===== src/rtl/ppu_bus_pkg.sv =====
// Shared constants and types for the CPU-side PPU bus bridge.
// Latency: n/a (definitions only).
// Backpressure: n/a (definitions only).
package ppu_bus_pkg;

  // PPU register offsets within each 8-byte mirror of $2000-$3FFF
  localparam logic [2:0] R_CTRL    = 3'd0;
  localparam logic [2:0] R_MASK    = 3'd1;
  localparam logic [2:0] R_STATUS  = 3'd2;
  localparam logic [2:0] R_OAMADDR = 3'd3;
  localparam logic [2:0] R_OAMDATA = 3'd4;
  localparam logic [2:0] R_SCROLL  = 3'd5;
  localparam logic [2:0] R_ADDR    = 3'd6;
  localparam logic [2:0] R_DATA    = 3'd7;

  localparam logic [15:0] ADDR_OAMDMA  = 16'h4014;
  localparam logic [15:0] ADDR_PAD0    = 16'h4016;
  localparam logic [13:0] PALETTE_BASE = 14'h3F00;

  typedef enum logic [1:0] {IDLE, ALIGN, RD, WR} dma_state_t;

  // Address classification for one CPU bus cycle
  typedef struct packed {
    logic ppu_reg;
    logic dma;
    logic pad;
  } bus_dec_t;

  function automatic logic is_ppu_reg(input logic [15:0] addr);
    return addr[15:13] == 3'b001;
  endfunction

endpackage


===== src/rtl/oam_dma_engine.sv =====
// Cycle-stealing OAM DMA: copies one 256-byte-max CPU page into OAM starting at base.
// Latency: stall rises the cycle after trig, lasts 1 + 2*OAM_DEPTH cycles.
// Backpressure: none accepted; owns the bus and holds the CPU via stall until done.
// Ports: trig/page/base in; dma_addr/dma_re out, dma_rdata in (1-cycle latency);
//        oam_addr/oam_wdata/oam_we out; stall out.
module oam_dma_engine
  import ppu_bus_pkg::*;
#(
  parameter int OAM_DEPTH = 256
) (
  input  logic        clk,
  input  logic        rst,
  input  logic        trig,
  input  logic [7:0]  page,
  input  logic [7:0]  base,
  input  logic [7:0]  dma_rdata,
  output logic [15:0] dma_addr,
  output logic        dma_re,
  output logic [7:0]  oam_addr,
  output logic [7:0]  oam_wdata,
  output logic        oam_we,
  output logic        stall
);

  localparam logic [7:0] LAST = 8'(OAM_DEPTH - 1);

  dma_state_t state;
  logic [7:0] page_q;
  logic [7:0] base_q;
  logic [7:0] idx;

  // Source data returns the cycle after RD, i.e. exactly during WR
  assign oam_wdata = oam_we ? dma_rdata : 8'h00;

  always_ff @(posedge clk or negedge rst) begin
    if (!rst) begin
      state    <= IDLE;
      page_q   <= '0;
      base_q   <= '0;
      idx      <= '0;
      dma_addr <= '0;
      dma_re   <= 1'b0;
      oam_addr <= '0;
      oam_we   <= 1'b0;
      stall    <= 1'b0;
    end else begin
      case (state)
        IDLE: begin
          if (trig) begin
            state  <= ALIGN;
            stall  <= 1'b1;
            page_q <= page;
            base_q <= base;
            idx    <= '0;
          end
        end
        ALIGN: begin
          state    <= RD;
          dma_re   <= 1'b1;
          dma_addr <= {page_q, 8'h00};
        end
        RD: begin
          state    <= WR;
          dma_re   <= 1'b0;
          oam_we   <= 1'b1;
          oam_addr <= base_q + idx;
        end
        WR: begin
          oam_we <= 1'b0;
          if (idx == LAST) begin
            state <= IDLE;
            stall <= 1'b0;
          end else begin
            idx      <= idx + 8'd1;
            state    <= RD;
            dma_re   <= 1'b1;
            dma_addr <= {page_q, idx + 8'd1};
          end
        end
        default: state <= IDLE;
      endcase
    end
  end

endmodule


===== src/rtl/ppu_bus_bridge.sv =====
// CPU-side bridge to PPU registers ($2000-$3FFF mirrored), OAM DMA ($4014) and joypads ($4016+).
// Latency: reads combinational; register writes land at the next edge; $2007 reads via 1-deep buffer.
// Backpressure: cpu_stall holds the CPU during OAM DMA; strobes are ignored while stalled.
// Ports: cpu_* bus side; ppu_ctrl/mask/scroll/status PPU side; vram_*/pal_rdata VRAM side;
//        oam_* OAM side; dma_* DMA source side; pad_state parallel button levels.
module ppu_bus_bridge
  import ppu_bus_pkg::*;
#(
  parameter int VADDR_W   = 14,
  parameter int OAM_DEPTH = 256,
  parameter int NUM_PADS  = 2,
  parameter int PAD_BITS  = 8
) (
  input  logic                         clk,
  input  logic                         rst,
  input  logic [15:0]                  cpu_addr,
  input  logic [7:0]                   cpu_wdata,
  output logic [7:0]                   cpu_rdata,
  input  logic                         cpu_we,
  input  logic                         cpu_re,
  output logic                         cpu_hit,
  output logic                         cpu_stall,
  output logic [7:0]                   ppu_ctrl,
  output logic [7:0]                   ppu_mask,
  input  logic [2:0]                   ppu_status_in,
  output logic                         status_rd,
  output logic [7:0]                   scroll_x,
  output logic [7:0]                   scroll_y,
  output logic [VADDR_W-1:0]           vram_addr,
  output logic [7:0]                   vram_wdata,
  output logic                         vram_we,
  output logic                         vram_re,
  input  logic [7:0]                   vram_rdata,
  input  logic [7:0]                   pal_rdata,
  output logic [7:0]                   oam_addr,
  output logic [7:0]                   oam_wdata,
  output logic                         oam_we,
  input  logic [7:0]                   oam_rdata,
  output logic [15:0]                  dma_addr,
  output logic                         dma_re,
  input  logic [7:0]                   dma_rdata,
  input  logic [NUM_PADS*PAD_BITS-1:0] pad_state
);

  bus_dec_t           dec;
  logic [15:0]        pad_off;
  logic [2:0]         r;
  logic               acc_we, acc_re, reg_wr, reg_rd;
  logic               cpu_oam_we, dma_trig;
  logic [7:0]         openbus, oam_addr_q, rbuf;
  logic               rbuf_pend, w, strobe, pal_sel;
  logic [5:0]         hi;
  logic [VADDR_W-1:0] vram_inc, addr_join;
  logic [NUM_PADS-1:0] pad_rd, pad_bit;
  logic               dma_oam_we;
  logic [7:0]         dma_oam_addr, dma_oam_wdata;

  // Address decode
  assign pad_off     = cpu_addr - ADDR_PAD0;  // wraps high below $4016, so one compare suffices
  assign dec.ppu_reg = is_ppu_reg(cpu_addr);
  assign dec.dma     = (cpu_addr == ADDR_OAMDMA);
  assign dec.pad     = (pad_off < 16'(NUM_PADS));
  assign cpu_hit     = dec.ppu_reg | dec.dma | dec.pad;
  assign r           = cpu_addr[2:0];

  // The CPU is frozen during DMA, so its strobes must not leak through
  assign acc_we   = cpu_we & ~cpu_stall;
  assign acc_re   = cpu_re & ~cpu_stall;
  assign reg_wr   = acc_we & dec.ppu_reg;
  assign reg_rd   = acc_re & dec.ppu_reg;
  assign dma_trig = acc_we & dec.dma;

  assign status_rd  = reg_rd & (r == R_STATUS);
  assign vram_we    = reg_wr & (r == R_DATA);
  assign vram_re    = reg_rd & (r == R_DATA);
  assign vram_wdata = vram_we ? cpu_wdata : 8'h00;
  assign cpu_oam_we = reg_wr & (r == R_OAMDATA);

  assign vram_inc  = ppu_ctrl[2] ? VADDR_W'(32) : VADDR_W'(1);
  assign addr_join = VADDR_W'({hi, cpu_wdata});
  assign pal_sel   = (vram_addr >= VADDR_W'(PALETTE_BASE));

  // DMA owns the OAM port only while it is actually writing
  assign oam_we    = dma_oam_we | cpu_oam_we;
  assign oam_addr  = dma_oam_we ? dma_oam_addr : oam_addr_q;
  assign oam_wdata = dma_oam_we ? dma_oam_wdata : (cpu_oam_we ? cpu_wdata : 8'h00);

  oam_dma_engine #(.OAM_DEPTH(OAM_DEPTH)) u_dma (
    .clk       (clk),
    .rst       (rst),
    .trig      (dma_trig),
    .page      (cpu_wdata),
    .base      (oam_addr_q),
    .dma_rdata (dma_rdata),
    .dma_addr  (dma_addr),
    .dma_re    (dma_re),
    .oam_addr  (dma_oam_addr),
    .oam_wdata (dma_oam_wdata),
    .oam_we    (dma_oam_we),
    .stall     (cpu_stall)
  );

  always_ff @(posedge clk or negedge rst) begin
    if (!rst) begin
      openbus    <= '0;
      ppu_ctrl   <= '0;
      ppu_mask   <= '0;
      oam_addr_q <= '0;
      scroll_x   <= '0;
      scroll_y   <= '0;
      hi         <= '0;
      w          <= 1'b0;
      vram_addr  <= '0;
      rbuf       <= '0;
      rbuf_pend  <= 1'b0;
      strobe     <= 1'b0;
    end else begin
      if (acc_we && cpu_hit) openbus <= cpu_wdata;
      if (reg_wr && r == R_CTRL) ppu_ctrl <= cpu_wdata;
      if (reg_wr && r == R_MASK) ppu_mask <= cpu_wdata;

      if (reg_wr && r == R_OAMADDR) oam_addr_q <= cpu_wdata;
      else if (cpu_oam_we)          oam_addr_q <= oam_addr_q + 8'd1;

      // Shared first/second-write toggle for $2005/$2006
      if (status_rd) w <= 1'b0;
      else if (reg_wr && (r == R_SCROLL || r == R_ADDR)) w <= ~w;

      if (reg_wr && r == R_SCROLL) begin
        if (!w) scroll_x <= cpu_wdata;
        else    scroll_y <= cpu_wdata;
      end

      if (reg_wr && r == R_ADDR) begin
        if (!w) hi <= cpu_wdata[5:0];
        else    vram_addr <= addr_join;
      end else if (vram_we || vram_re) begin
        vram_addr <= vram_addr + vram_inc;
      end

      // VRAM answers one cycle after vram_re; a newer request simply overwrites later
      rbuf_pend <= vram_re;
      if (rbuf_pend) rbuf <= vram_rdata;

      if (acc_we && cpu_addr == ADDR_PAD0) strobe <= cpu_wdata[0];
    end
  end

  genvar gi;
  for (gi = 0; gi < NUM_PADS; gi++) begin : g_pad
    logic [PAD_BITS-1:0] sr;
    assign pad_rd[gi]  = acc_re & (pad_off == 16'(gi));
    assign pad_bit[gi] = strobe ? pad_state[gi*PAD_BITS] : sr[0];
    // Shifts in 1s so an exhausted pad reads as all buttons pressed
    always_ff @(posedge clk or negedge rst) begin
      if (!rst)            sr <= '0;
      else if (strobe)     sr <= pad_state[gi*PAD_BITS +: PAD_BITS];
      else if (pad_rd[gi]) sr <= {1'b1, sr[PAD_BITS-1:1]};
    end
  end

  always_comb begin
    cpu_rdata = 8'h00;
    if (dec.ppu_reg) begin
      case (r)
        R_STATUS:  cpu_rdata = {ppu_status_in, openbus[4:0]};
        R_OAMDATA: cpu_rdata = oam_rdata;
        R_DATA:    cpu_rdata = pal_sel ? pal_rdata : rbuf;
        default:   cpu_rdata = openbus;
      endcase
    end else if (dec.dma) begin
      cpu_rdata = openbus;
    end else if (dec.pad) begin
      for (int i = 0; i < NUM_PADS; i++) begin
        if (pad_off == 16'(i)) cpu_rdata = {openbus[7:1], pad_bit[i]};
      end
    end
  end

endmodule


===== config.mk =====
export PLATFORM = sky130hd
export DESIGN_NAME = ppu_bus_bridge
export DESIGN_NICKNAME = d
export VERILOG_FILES = /design/src/rtl/ppu_bus_pkg.sv /design/src/rtl/oam_dma_engine.sv /design/src/rtl/ppu_bus_bridge.sv
export SDC_FILE = /design/constraint.sdc
export NUM_CORES = 1
export LEC_CHECK = 0
export ABC_AREA = 1
export CAP_MARGIN = 20
export CORE_AREA = 2 2 135 137
export CTS_CLUSTER_DIAMETER = 150
export DETAILED_ROUTE_END_ITERATION = 10
export DIE_AREA = 0 0 137 139
export PLACE_DENSITY = 0.79
export SKIP_CTS_REPAIR_TIMING = 1
export SYNTH_ARGS = -nofsm -noshare
export SYNTH_HDL_FRONTEND = slang
export SYNTH_SLANG_ARGS = --single-unit

===== constraint.sdc =====
create_clock -name clk -period 2.25 [get_ports clk]
set_input_delay 0.45 -clock clk [delete_from_list [all_inputs] [get_ports clk]]
set_output_delay 0.45 -clock clk [all_outputs]
set_load 0.02 [all_outputs]

==> key figures, run 1 <==
Power
  • Maximum VDD drop: roughly 520 µV
  • Power density over the cells: between 600 and 700 nW/µm²
  • P_leak: 5.90 nW

Routing
  • Residual DRC: 0
  • Drt total wl: about 27 mm
  • Via count: ~8200
  • WL met1: roughly 11 mm
  • Met3 WL: approximately 2.3 mm
  • Uppermost layer routed: met4
  • Avg WL per Cell: approximately 18 µm
  • Router iterations before antenna repair: 6
  • WL met2: 12.9 mm
  • Avg Vias per Cell: between 5 and 6
  • Final ANT Viol Nets: 0
  • DRT iter0 DRCs: 680

Logic synthesis
  • Synth Cell Area: roughly 7800 µm²
  • Post-Synthesis Cells: around 1000
  • Synth top area share: 0.475
  • Ys async rst share: 1.00
  • Register area share after synthesis: 0.475
  • Flops & latches, synth: 148
  • Syn_nets: roughly 1100
  • Avg Inst Size Synth: ~7.7 µm²
  • Post-synth EDFFs: 0
  • Post-synth top flop: dfrtp_1
  • Post-synth cell types: 43
  • Top area cells in the synthesized netlist: dfrtp_1 (48%), nand2_1 (15%), o21ai_0 (4.7%), inv_1 (4.2%), nand3_1 (4.1%)
  • Area leader, netlist: dfrtp_1
  • Syn. warnings: 0

Placed design
  • PortBufs: ~180
  • Routability Congestion: 0.923
  • Dpl cells: about 1500
  • Setup WS pre-CTS: -1040 ps
  • DPL Wire Length: 19.3 mm
  • Post-DP Area: roughly 11000 µm²

Timing
  • Clock skew: ~7.4 ps
  • Tmin final: ~2400 ps
  • Worst slew pin tran: 553 ps
  • Slew HR: 0.631
  • Final Max Tran Viols: 0
  • Final worst slack: -182 ps
  • WHS: -22.9 ps
  • Tcrit/Tclk final: 1.08
  • Max frequency: 411 MHz
  • Final Hold Viols: 11
  • Setup tns final: -1210 ps
  • # setup viols final: 9
  • RSZ-0062 raised after global routing: true

Outcome
  • Failing checks: hold timing, setup timing
  • Status: finished with violations

Layout
  • P&R area growth vs syn: 52.5%
  • Most frequent cells in the layout: nand2_1 (295), dfrtp_1 (147), clkdlybuf4s50_1 (124)
  • Layout cells sized above 1: 0.232
  • Commonest non-fill, non-tap cell in the layout: nand2_1
  • Layout Cells excl Fill: 1550
  • Design Area, Final: ~12000 µm²
  • # nets final: between 1000 and 1500
  • Ant. Diodes: 0

Clocking
  • Clock sink total: ~150
  • Clk root buf: clkbuf_16
  • Clk_lat worst skew: about 430 ps
  • CTS tree: built
  • Max clock buf depth: 2
  • CTS clk-pin slew, worst paths: ~60 ps
  • CTS H-Tree Depth: 4
  • Num CTS Buffers: 17

GRT
  • Largest net degree at the start of global routing: 52
  • Gr ovfl total: 0
  • GRT Util Overall: 0.274
  • Antenna violations before repair: 0
  • First-pass GRT wire length: 40.7 mm
  • Vias in the first global route: approximately 7900

Flow run
  • # Max-Cap Violations: 0

Floorplan
  • Die width: ~140 µm
  • Die height: between 100 and 150 µm
  • # IOs: 180
  • Core area: between 15000 and 20000 µm²
  • Die area: 19000 µm²
  • Starting density of the core: 0.441
  • Core Rows: just under 50

Worst setup path
  • WP buf/inv: 2
  • Startpoint types: register
  • WP data arrival: about 2000 ps
  • CP Capture Type: primary output
  • Crit Path Class: reg -> out
  • Worst-path fanout max: 8
  • Critical Path, Cell by Cell: nand2_2 -> nor2_4 -> nand3_4 -> clkbuf_16 -> o21ai_1 -> nand4_1 -> and3b_1 -> buf_6
  • WP data required: 1800 ps
  • Crit-path slowest cell: dfrtp_1
  • CP top delay family: simple AND/OR/NAND/NOR gates
  • Biggest cell delay along the critical path: between 300 and 400 ps

Min path
  • Tightest Hold Check Type: in -> async
==> logic make-up after synthesis <==
| group | Yosys count | synth area share |
|---|---|---|
| AOI/OAI and AO/OA | 198 | 0.139 |
| and+or+nand+nor | 499 | 0.273 |
| adders and majority gates | 19 | 0.0315 |
| buffers and inverters | 134 | 0.0678 |
| DFF | 148 | 0.475 |
| xor gates and xnor gates | 12 | 0.0135 |
==> where the power goes <==
group          total [mW]  leakage, nW  switching [mW]  internal, mW
Clock                3.26        0.324            1.25          2.01
Combinational        1.47         3.69           0.804         0.665
Sequential           3.05         1.89           0.160          2.89
Total                7.78         5.90            2.21          5.56
==> cell usage after synthesis, drive strengths merged, types with 2 or more instances <==
library cell,instances
buf,8
nor3,11
inv,100
nand3,65
o221ai,6
o211ai,5
ha,18
or2,7
o21ai,134
clkbuf,25
nor3b,2
nand4,17
a31oi,3
nor2,86
xor2,11
dfrtp,148
a21oi,42
a211oi,4
nand2,306
nand3b,2
==> state kept, by name, indices dropped and copies added (netlist names), 2 cells and up <==
signal / flops
u_dma.idx: 8
ppu_ctrl: 8
ppu_mask: 8
oam_addr_q: 8
scroll_x: 8
u_dma.page_q: 8
u_dma.state: 2
u_dma.base_q: 8
hi: 6
u_dma.oam_addr: 8
u_dma.dma_addr: 16
rbuf: 8
scroll_y: 8
openbus: 8
g_pad.sr: 16
vram_addr: 14
==> per-stage QoR <==
| stage | util | hold WS [ps] | power [mW] |
|---|---|---|---|
| 2_1_floorplan | - | 154 | 3.72 |
| 3_3_place_gp | 0.602 | 430 | 4.44 |
| 3_5_place_dp | 0.602 | 442 | 4.47 |
| 4_1_cts | 0.640 | -10.1 | 7.72 |
| 5_1_grt | 0.673 | -1.32 | 8.08 |
| 6_report | 0.673 | -22.9 | 7.78 |
==> area by class of cell <==
class	instances	area, µm²
timing repair buffer	311	2950
sequential	148	3700
tap	229	287
inverter	101	389
clock inverter	15	241
fill	1419	5770
multi-input combinational	729	3880
clock buffer	17	425
==> per-layer routing <==
metal  up-vias  global-route usage
met2       365               0.434
met3        63              0.0643
met1      3870               0.365
li1       3896                   -
met5         -                   0
met4         0               0.102
==> worst register-to-register path, stage by stage, from the launching register on <==
cell,delay (ps)
dfrtp_1,390
nor2_2,160
nand2_2,120
buf_6,150
buf_4,140
nor4_1,390
buf_4,210
inv_2,40
nand2_1,90
inv_2,70
nand2_1,80
o221ai_1,120
==> final timing paths <==
path                                   start  depth (start not counted)                end  slack, ps
hold reg to reg            u_dma.oam_addr[0]                          2  u_dma.oam_addr[0]        470
min in group clk           u_dma.oam_addr[0]                          2  u_dma.oam_addr[0]        470
setup / recovery               vram_addr[11]                          8       cpu_rdata[6]       -180
setup reg to reg                 u_dma.stall                         11      oam_addr_q[3]        160
max in group asynchronous                rst                          2       u_dma.idx[2]       1610
hold / removal                           rst                          1     g_pad[1].sr[7]        -20
Note: power is estimated with default switching activity, not from simulation.
==> run 2: changes to the inputs <==
Settings changed: CAP_MARGIN 20 to default, PLACE_DENSITY 0.79 to default, PLACE_DENSITY_LB_ADDON from default to 0.2.
==> run 2 against run 1 <==
  * The run ends with setup timing left
  * Routed wire length fell by 13%
  * Sequential share of layout area rose by 1.1 points
  * First-iteration DRC count fell by 20%
  * Largest cell class unchanged
  * Highest routed layer unchanged
==> key figures, run 2 (same netlist as run 1, synthesis figures left out) <==
Worst setup path
  • Startpoint types: input port
  • WP data arrival: around 2000 ps
  • Crit Path Class: in -> out
  • CP Capture Type: primary output
  • Biggest cell delay along the critical path: ~230 ps
  • CP dominant cell by count: nor2_4
  • WP data required: between 1500 and 2000 ps
  • Crit-path slowest cell: o21ai_0
  • Critical Path, Cell by Cell: buf_8 -> ha_4 -> nor2_4 -> nor2_4 -> o21ai_0 -> nand2_1 -> nor2_4 -> nand2_4 -> nand2_4 -> nor3b_4 -> buf_6
  • Reg2Reg Depth: 10
  • Worst-path fanout max: 4

Min path
  • Tightest Hold Check Type: reg -> reg
  • Worst Hold Depth: 2

GRT
  • GRT Util Overall: 0.247
  • First-pass GRT wire length: 36.9 mm
  • Gr ovfl total: 0
  • Antenna violations before repair: 0
  • Largest net degree at the start of global routing: 57
  • Vias in the first global route: approximately 7200

Routing
  • Router iterations before antenna repair: 5
  • DRT iter0 DRCs: 541
  • Final ANT Viol Nets: 0
  • Avg WL per Cell: between 15 and 20 µm
  • Avg Vias per Cell: a little over 5
  • Via count: 7711
  • Drt total wl: between 20 and 25 mm
  • Residual DRC: 0

Timing
  • Final worst slack: -173 ps
  • RSZ-0062 raised after global routing: true
  • Tcrit/Tclk final: 1.08
  • Max frequency: slightly above 400 MHz
  • Final Hold Viols: 0
  • Tmin final: approximately 2400 ps
  • Clock skew: about 7.7 ps
  • Worst slew pin tran: roughly 480 ps
  • # setup viols final: 9
  • Final Max Tran Viols: 0
  • Slew HR: 0.682
  • Setup tns final: -1160 ps

Flow run
  • # Max-Cap Violations: 0

Placed design
  • PortBufs: about 180
  • Routability Congestion: between 0.8 and 0.9
  • Dpl cells: about 1500
  • DPL Wire Length: about 17 mm
  • Setup WS pre-CTS: -1010 ps

Power
  • Internal power: approximately 5.3 mW
  • P_sw: 2.03 mW
  • Clock network power share: 0.398
  • Gate power share: 0.188
  • Overall Power: roughly 7.4 mW
  • Switching Share: 0.276
  • P_leak: about 5.8 nW
  • Maximum VDD drop: around 530 µV
  • Power density over the cells: ~640 nW/µm²
  • Share of power burned in registers: 0.414

Layout
  • Layout cells sized above 1: 0.204
  • Fillers: 1557
  • Sequential Area: between 3000 and 4000 µm²
  • P&R area growth vs syn: 47.3%
  • Multi-input logic area: 3810 µm²
  • Ant. Diodes: 0
  • Most frequent cells in the layout: nand2_1 (295), dfrtp_1 (147), clkdlybuf4s50_1 (124)
  • Largest regs: g_pad.sr (16), u_dma.dma_addr (16), vram_addr (14)
  • # nets final: 1380
  • Final core utilization: 0.650
  • Commonest non-fill, non-tap cell in the layout: nand2_1
  • Layout Cells excl Fill: 1524

Outcome
  • Failing checks: setup timing
  • Status: finished with violations

Floorplan
  • Core area: 17700 µm²
  • # IOs: 180
  • Starting density of the core: 0.441
  • Core Rows: between 40 and 50
  • Die height: 139 µm
  • Die width: between 100 and 150 µm
  • Die area: 19000 µm²

Clocking
  • Clk root buf: clkbuf_16
  • Clk_lat worst skew: between 400 and 500 ps
  • CTS H-Tree Depth: 4
  • Num CTS Buffers: 17
  • Clock sink total: 148
  • Max clock buf depth: 2
  • CTS clk-pin slew, worst paths: around 60 ps
  • CTS tree: built
==> run 2: layout make-up <==
| class | instances | area share |
|---|---|---|
| clock buffer | 20 | 0.0398 |
| inverter | 101 | 0.0334 |
| clock inverter | 12 | 0.0134 |
| multi-input combinational | 729 | 0.332 |
| tap | 229 | 0.0250 |
| timing repair buffer | 285 | 0.233 |
| sequential | 148 | 0.323 |
==> run 2: layer usage <==
| layer | track usage | share of wire | vias up |
|---|---|---|---|
| met3 | 0.0420 | 0.061 | 24 |
| met5 | 0 | 0 | - |
| li1 | - | - | 3849 |
| met1 | 0.349 | 0.46 | 3602 |
| met2 | 0.390 | 0.47 | 236 |
| met4 | 0.0711 | 0.014 | 0 |
==> run 2: path summary, 6_finish.rpt <==
kind,start,endpoint,slack (ps)
max reg2reg,ppu_ctrl[2],vram_addr[8],240
min in group asynchronous,rst,rbuf[1],530
min,u_dma.dma_addr[4],u_dma.dma_addr[4],470
max in group asynchronous,rst,u_dma.oam_we,1030
min reg2reg,u_dma.dma_addr[4],u_dma.dma_addr[4],470
max,cpu_addr[2],cpu_rdata[5],-170
==> run 2: stage by stage <==
step / instance area, µm² / hold slack [ps]
3_5_place_dp: 10500 / 420
6_report: 11500 / 474
5_1_grt: 11500 / 507
3_3_place_gp: 10500 / 418
2_1_floorplan: 7810 / 154
4_1_cts: 11100 / -33.0
==> run 2: power groups by stage <==
stage                     Combinational [mW]  Sequential, mW  Clock, mW
final                                   1.39            3.05       2.93
after global routing                    1.51            3.08       3.09
after CTS                               1.34            3.05       2.98
after detailed placement                1.33            3.09          0
after global placement                  1.31            3.09          0
after floorplan                        0.530            3.19          0
==> run 2: critical path: cells and delay by family <==
family          cells  cell delay (ps)
compound gates      1              230
fa+ha+maj           1              160
buf+inv             2              240
simple gates        7              880
==> run 3: changes to the inputs <==
Settings changed: CELL_PAD_IN_SITES_DETAIL_PLACEMENT from default to 1, CELL_PAD_IN_SITES_GLOBAL_PLACEMENT from default to 1, CORE_AREA 2 2 135 137 to 2 2 149 151, DIE_AREA 0 0 137 139 to 0 0 151 153.
==> run 3 against run 2 <==
  * The run still ends with setup timing left
  * Via count increased by 3.5%
  * Largest cell class unchanged
  * Largest power group unchanged
  * Sequential power about the same
  * Non-clock buffer count increased by 8
  * Worst setup slack got worse by 32 ps
  * Utilization decreased by 11 points
  * Critical endpoint is now cpu_rdata[6]
  * Power increased by 0.96%
==> key figures, run 3 (same netlist as run 1, synthesis figures left out) <==
GRT
  • Gr ovfl total: 0
  • Largest net degree at the start of global routing: 50
  • GRT Util Overall: 0.247
  • First-pass GRT wire length: about 45 mm
  • Antenna violations before repair: 0
  • Vias in the first global route: 8346

Worst setup path
  • Crit Path Class: in -> out
  • WP data arrival: about 2000 ps
  • CP Capture Type: primary output
  • WP data required: about 1800 ps
  • Worst-path fanout max: 7
  • Startpoint types: input port

Clocking
  • CTS tree: built
  • Num CTS Buffers: 17
  • Clk root buf: clkbuf_16
  • Max clock buf depth: 2
  • CTS H-Tree Depth: 4
  • Clk_lat worst skew: 430 ps
  • Clock sink total: around 150
  • CTS clk-pin slew, worst paths: about 60 ps

Timing
  • Tcrit/Tclk final: 1.09
  • Max frequency: between 400 and 500 MHz
  • Final worst slack: -206 ps
  • RSZ-0062 raised after global routing: true
  • Slew HR: 0.654
  • # setup viols final: 9
  • Worst slew pin tran: 514 ps
  • Setup tns final: -1450 ps
  • Clock skew: just under 8 ps
  • Final Hold Viols: 0
  • Final Max Tran Viols: 0
  • Tmin final: approximately 2500 ps

Min path
  • Tightest Hold Check Type: reg -> reg

Floorplan
  • Core Rows: 54
  • Die height: around 150 µm
  • # IOs: 180
  • Die area: 23100 µm²
  • Core area: around 21000 µm²
  • Die width: between 150 and 200 µm
  • Starting density of the core: 0.363

Layout
  • Final core utilization: 0.537
  • Commonest non-fill, non-tap cell in the layout: nand2_1
  • Design Area, Final: approximately 12000 µm²
  • # nets final: 1387
  • Layout cells sized above 1: 0.207
  • Largest regs: g_pad.sr (16), u_dma.dma_addr (16), vram_addr (14)
  • P&R area growth vs syn: 48.1%
  • Most frequent cells in the layout: nand2_1 (296), dfrtp_1 (148), clkdlybuf4s50_1 (124)
  • Ant. Diodes: 0

Routing
  • Avg WL per Cell: between 15 and 20 µm
  • Via count: 7983
  • Router iterations before antenna repair: 5
  • Final ANT Viol Nets: 0
  • Residual DRC: 0
  • Avg Vias per Cell: approximately 5.0
  • Drt total wl: between 20 and 30 mm
  • DRT iter0 DRCs: a little over 300

Placed design
  • Post-DP Area: ~11000 µm²
  • PortBufs: around 180
  • DPL Wire Length: ~21 mm
  • Routability Congestion: 0.882
  • Setup WS pre-CTS: -1050 ps

Outcome
  • Status: finished with violations
  • Failing checks: setup timing

Power
  • Maximum VDD drop: 565 µV
  • Power density over the cells: 644 nW/µm²
  • P_leak: around 5.8 nW

Flow run
  • # Max-Cap Violations: 0
run 3: cell types whose count changed in the layout (fill, tap and decap cells not counted), moves of 4 or more:
cell / change
o21ai_2: -5
buf_12: +4
clkbuf_2: +7
buf_2: -4
o21ai_0: +5
buf_6: -9
buf_4: +13
nor2_1: -4
run 3: final timing paths:
| path | cells past startpoint | slack [ps] | end | startpoint |
|---|---|---|---|---|
| max | 14 | -210 | cpu_rdata[6] | cpu_addr[2] |
| min | 2 | 470 | u_dma.dma_addr[6] | u_dma.dma_addr[6] |
| max reg2reg | 11 | 180 | vram_addr[11] | ppu_ctrl[2] |
| min reg2reg | 2 | 470 | u_dma.dma_addr[6] | u_dma.dma_addr[6] |
| max in group asynchronous | 3 | 1100 | vram_addr[5] | rst |
| min in group asynchronous | 2 | 500 | rbuf[2] | rst |
run 3: cell type report:
cell class              count  area [µm²]
inverters                 101         383
clock inverters            12         153
well taps                 280         350
flip-flops and latches    148        3700
fillers                  2603        9940
multi-input cells         728        3770
repair buffers            293        2730
clock buffers              20         447
run 3: worst max-delay path, cell delays in order:
cell and delay (ps):
buf_8 100, ha_4 170, nor2_4 150, nor2_4 70, nor2_2 100, nand2_1 70, nand2_1 80, nand2_2 60
nor2_4 130, nand2_2 90, nand2_4 120, buf_6 110, and3b_1 190, buf_6 120
run 3: report_power, final:
part	switching (mW)	leakage (nW)	internal (mW)
registers	0.166	1.89	2.89
logic	0.780	3.57	0.641
clock network	1.18	0.295	1.78
total	2.13	5.75	5.31
run 3: metal layers:
| metal | global-route usage | part of all wire |
|---|---|---|
| met1 | 0.340 | 0.46 |
| met2 | 0.405 | 0.47 |
| met3 | 0.0481 | 0.050 |
| met4 | 0.0521 | 0.013 |
| met5 | 0 | 0 |
run 3: stage by stage:
stage	power [mW]	hold WS [ps]	std cells
after floorplan	3.72	154	1010
after global placement	4.44	408	1542
after detailed placement	4.48	402	1542
after CTS	7.47	-59.1	1574
after global routing	7.77	513	1582
final	7.44	474	1582
